==> config.mk <==
export PLATFORM = sky130hd
export DESIGN_NAME = tick_divider
export DESIGN_NICKNAME = d
export VERILOG_FILES = /design/src/rtl/tick_divider.sv
export SDC_FILE = /design/constraint.sdc
export NUM_CORES = 1
export LEC_CHECK = 0
export CELL_PAD_IN_SITES_DETAIL_PLACEMENT = 0
export CELL_PAD_IN_SITES_GLOBAL_PLACEMENT = 1
export CORE_MARGIN = 2
export CORE_UTILIZATION = 41
export CTS_CLUSTER_SIZE = 30
export DETAILED_ROUTE_END_ITERATION = 8
export HOLD_SLACK_MARGIN = 0.15
export MAX_ROUTING_LAYER = met4
export PLACE_DENSITY_LB_ADDON = 0.1
export SYNTH_ARGS = -nofsm -noshare
export SYNTH_HDL_FRONTEND = slang
export SYNTH_SLANG_ARGS = --single-unit
==> constraint.sdc <==
create_clock -name clk -period 3 [get_ports clk]
set_clock_uncertainty 0.1 [all_clocks]
set_input_delay 0.6 -clock clk [delete_from_list [all_inputs] [get_ports clk]]
set_output_delay 0.6 -clock clk [all_outputs]
set_load 0.02 [all_outputs]
==> src/rtl/tick_divider.sv <==
// Multi-channel clock-enable generator: per-channel one-cycle tick and 50% square wave.
// Define TICK_DIVIDER_RUNTIME_EN to build the glitch-free runtime divisor write port.
module tick_divider #(
    parameter int unsigned CH      = 2,
    parameter int unsigned CNT_W   = 27,
    parameter logic [CH*CNT_W-1:0] DEF_DIV = {27'd400000, 27'd400000},
    localparam int unsigned SEL_W  = (CH > 1) ? $clog2(CH) : 1
) (
    input  logic             clk,
    input  logic             rst,
    input  logic [CH-1:0]    en,
    input  logic             div_wr,
    input  logic [SEL_W-1:0] div_sel,
    input  logic [CNT_W-1:0] div_val,
    output logic [CH-1:0]    tick,
    output logic [CH-1:0]    sq,
    output logic [CH-1:0]    div_pend
);

`ifdef TICK_DIVIDER_RUNTIME_EN
    logic             sel_ok;
    logic [CNT_W-1:0] wr_val;

    // Out-of-range channel indices are dropped; a divisor of 0 is stored as 1.
    assign sel_ok = (32'(div_sel) < CH);
    assign wr_val = (div_val == '0) ? CNT_W'(1) : div_val;
`else
    logic unused_wr;
    assign unused_wr = ^{div_wr, div_sel, div_val};
`endif

    for (genvar i = 0; i < int'(CH); i++) begin : g_ch
        localparam logic [CNT_W-1:0] DEF_I   = DEF_DIV[i*CNT_W +: CNT_W];
        localparam logic [CNT_W-1:0] DIV_RST = (DEF_I == '0) ? CNT_W'(1) : DEF_I;

        logic [CNT_W-1:0] cnt;
        logic [CNT_W-1:0] div_cur;
        logic             tick_q;
        logic             sq_q;
        logic             tc;

        assign tc = en[i] && (cnt == div_cur - CNT_W'(1));

`ifdef TICK_DIVIDER_RUNTIME_EN
        logic [CNT_W-1:0] div_nxt;
        logic             pend_q;
        logic             wr_hit;

        assign wr_hit = div_wr && sel_ok && (div_sel == SEL_W'(i));

        // New divisors only take effect at a wrap or while halted, so no short period.
        always_ff @(posedge clk) begin
            if (rst) begin
                cnt     <= '0;
                div_cur <= DIV_RST;
                div_nxt <= DIV_RST;
                pend_q  <= 1'b0;
                tick_q  <= 1'b0;
                sq_q    <= 1'b0;
            end else begin
                tick_q <= tc;
                if (tc) begin
                    cnt  <= '0;
                    sq_q <= ~sq_q;
                    if (wr_hit) begin
                        div_cur <= wr_val;
                        pend_q  <= 1'b0;
                    end else if (pend_q) begin
                        div_cur <= div_nxt;
                        pend_q  <= 1'b0;
                    end
                end else begin
                    if (en[i]) begin
                        cnt <= cnt + CNT_W'(1);
                    end else if (pend_q) begin
                        div_cur <= div_nxt;
                        cnt     <= '0;
                        pend_q  <= 1'b0;
                    end
                    // A write here supersedes anything still pending (last write wins).
                    if (wr_hit) begin
                        div_nxt <= wr_val;
                        pend_q  <= 1'b1;
                    end
                end
            end
        end

        assign div_pend[i] = pend_q;
`else
        assign div_cur = DIV_RST;

        always_ff @(posedge clk) begin
            if (rst) begin
                cnt    <= '0;
                tick_q <= 1'b0;
                sq_q   <= 1'b0;
            end else begin
                tick_q <= tc;
                if (tc) begin
                    cnt  <= '0;
                    sq_q <= ~sq_q;
                end else if (en[i]) begin
                    cnt <= cnt + CNT_W'(1);
                end
            end
        end

        assign div_pend[i] = 1'b0;
`endif

        assign tick[i] = tick_q;
        assign sq[i]   = sq_q;
    end

endmodule

==> run metrics <==
cts repair resizes 0; yosys warns 0; status completed; register area share after synthesis 41.2%; Setup crit end kind flop; Hold Fails Final Rpt 0; Mean Syn Cell Area 8.49 µm²; hold path endpoint g_ch[1].cnt[26]; most used cell, CP or4_1; Max Freq 419 MHz; Total GRT Usage 18.9%; Place WS 0.298 ns; max_cap viols 0; initial antenna violation count 1; CTS tree built; latest clock arrival within the worst-skew pair 0.34 ns; start of the worst register-to-register path g_ch[0].cnt[8]; CTS buffer count 9; final WL 6.37 mm; Worst path slowest cell or4_1; CP Launch Type flop; hold depth 2; Clock Sinks 58; Placement Rows 30; die area 0.00756 mm²; synthesized flop and latch total 58; Max VDD drop 0.270 mV; fillers 685; Distinct cells, synth 41; HP Start g_ch[1].cnt[26]; root buffer cell clkbuf_8; GRT overflow 0; postcts setup bufs 0; Initial Util 42.0%; Hold Slack 0.382 ns; Tcrit/Tclk final 79.6%; total negative slack 0 ns; WP data required 3.17 ns; Critical R2R Capture g_ch[0].sq_q; P per Cell Area 500 mW/mm²; hpwl dp 4.18 mm; Min Clock Period, post-route 2.39 ns; Worst Reg-to-Reg Cells 4; drt drc 0; RSZ-0062 raised after global routing no; Worst EP arrival 2.56 ns; max incr delay on CP 0.67 ns; CTS Buffer Depth 2; Hold Crit Class flop to flop; boundary pin count 39; CP cell instances or4b_1, or4_1, or4_1, a21oi_1; via count 2453; layout cells sized above 1 8.75%; commonest cells after routing, fill and taps aside 58 x dfxtp_1, 27 x nor2_1, 25 x a21oi_1, 24 x nand2_1, 21 x nand3_1; H-Tree Depth 3; first-pass GRT wire length 10.9 mm; Die W 86.9 µm; WL/cell 15.0 µm; I/O Buffers 7; Detailed Routing Iterations Pass 1 4; setup ws final 0.611 ns; Leakage 0.980 nW; Clock transition at path regs 0.07 ns; routability cong. 0.758; Antenna Violating Nets Remaining 0; Area Overhead vs Synth 12.8%; vias in the first global route 2223; commonest non-fill, non-tap cell in the layout dfxtp_1; CP Max Fanout 7; initial drt markers 111; Slew Limit Fails 0; largest net degree at the start of global routing 25; fin nets 374; r2r setup slk 0.61 ns; fin util 47.3%; Core ar. 0.00672 mm²; routed vias/inst 5.79; critical path type flop to flop; Die Ht 86.9 µm; hold_buf cts 0; Final setup viols 0; Syn Std Cell Area 0.00282 mm²; Post-Synthesis Cells 332
[sequential cells by signal, summed over array words and instances (netlist names)]
name / count
g_ch.tick_q: 2
g_ch.cnt: 54
g_ch.sq_q: 2
[critical path, delay by kind of cell (launching register included)]
family          cells  cell delay [ns]
compound gates      1             0.14
flops               1             0.36
simple gates        3             1.73
[how the worst max path moves through the flow]
stage | depth (start not counted) | from | endpoint | slack, ns
final | 4 | g_ch[0].cnt[8] | g_ch[0].sq_q | 0.61
after global routing | 4 | g_ch[0].cnt[8] | g_ch[0].sq_q | 0.48
after CTS | 4 | g_ch[0].cnt[8] | g_ch[0].sq_q | 0.59
after detailed placement | 5 | en[0] | g_ch[0].cnt[15] | 0.30
after global placement | 5 | en[0] | g_ch[0].cnt[15] | 0.30
after floorplan | 5 | g_ch[0].cnt[8] | g_ch[0].sq_q | 0.81
[where the power goes]
part           internal (W)  switching, W  leakage [nW]
sequential         0.000776    0.00000599         0.468
combinational     0.0000183     0.0000275         0.407
clock              0.000446      0.000315         0.106
total               0.00124      0.000348         0.980
[synth_stat cells, drive strengths merged]
| cell type | n | area share, % |
|---|---|---|
| a311oi | 1 | 0.31 |
| or2 | 1 | 0.22 |
| and3 | 4 | 0.89 |
| conb | 1 | 0.13 |
| buf | 10 | 2.4 |
| nor4b | 2 | 0.62 |
| o211ai | 5 | 1.3 |
| o21ba | 1 | 0.36 |
| nor3b | 1 | 0.27 |
| nor3 | 6 | 1.1 |
| xnor2 | 7 | 2.2 |
| dfxtp | 58 | 41 |
| nand4 | 20 | 4.4 |
| o21ai | 10 | 1.8 |
| a21oi | 25 | 4.4 |
| ha | 2 | 0.89 |
| nor2b | 1 | 0.22 |
| nor2 | 27 | 3.6 |
| nand2 | 24 | 3.2 |
| or3 | 10 | 2.2 |
| or4b | 2 | 0.71 |
| o31a | 1 | 0.31 |
| a311o | 1 | 0.36 |
| xor2 | 15 | 4.7 |
| a31o | 1 | 0.31 |
| mux2i | 2 | 0.71 |
| nor4 | 9 | 2.0 |
| nand3 | 21 | 3.7 |
| inv | 5 | 0.67 |
| clkinv | 1 | 0.13 |
| and4 | 8 | 2.5 |
| and2 | 1 | 0.22 |
| clkbuf | 12 | 1.6 |
| or4 | 20 | 5.3 |
| o311ai | 1 | 0.31 |
| o31ai | 16 | 4.7 |
[stage by stage]
stage / cells / instance area, µm² / power (W)
finish: 424 / 3180 / 0.00159
global route: 424 / 3180 / 0.00166
CTS: 423 / 3180 / 0.00161
detailed placement: 408 / 2970 / 0.000846
global placement: 408 / 2970 / 0.000845
floorplan: 333 / 2820 / 0.000827
[per-layer routing]
layer | routed length (µm) | global-route usage, % | part of all wire (%) | vias to the layer above
met5 | 0 | - | 0 | -
met4 | 146 | 8.81 | 2.3 | 0
met3 | 224 | 4.93 | 3.5 | 12
met2 | 3000 | 29.1 | 47 | 38
met1 | 2990 | 23.1 | 47 | 1146
li1 | - | - | - | 1257
[final cells by class]
cell class / instances / area (µm²) / share of cell area (%)
inverter: 6 / 22.5 / 0.708
multi-input combinational: 247 / 1530 / 48.2
clock inverter: 2 / 35.0 / 1.10
clock buffer: 13 / 169 / 5.31
sequential: 58 / 1160 / 36.5
antenna: 1 / 2.50 / 0.0787
timing repair buffer: 17 / 158 / 4.96
tap: 80 / 100 / 3.15
[cells by family (layout without fill, tap and decap cells)]
family | count (synthesis) | count (layout) | share of synthesized area (%)
compound gates | 62 | 62 | 14.2
xor+xnor | 22 | 22 | 6.84
fa+ha+maj | 2 | 2 | 0.888
buf+inv | 28 | 38 | 4.75
flops | 58 | 58 | 41.2
mux | 2 | 2 | 0.710
other cells | 1 | 3 | 0.133
simple gates | 157 | 157 | 31.2
(Power assumes the default switching activity.)
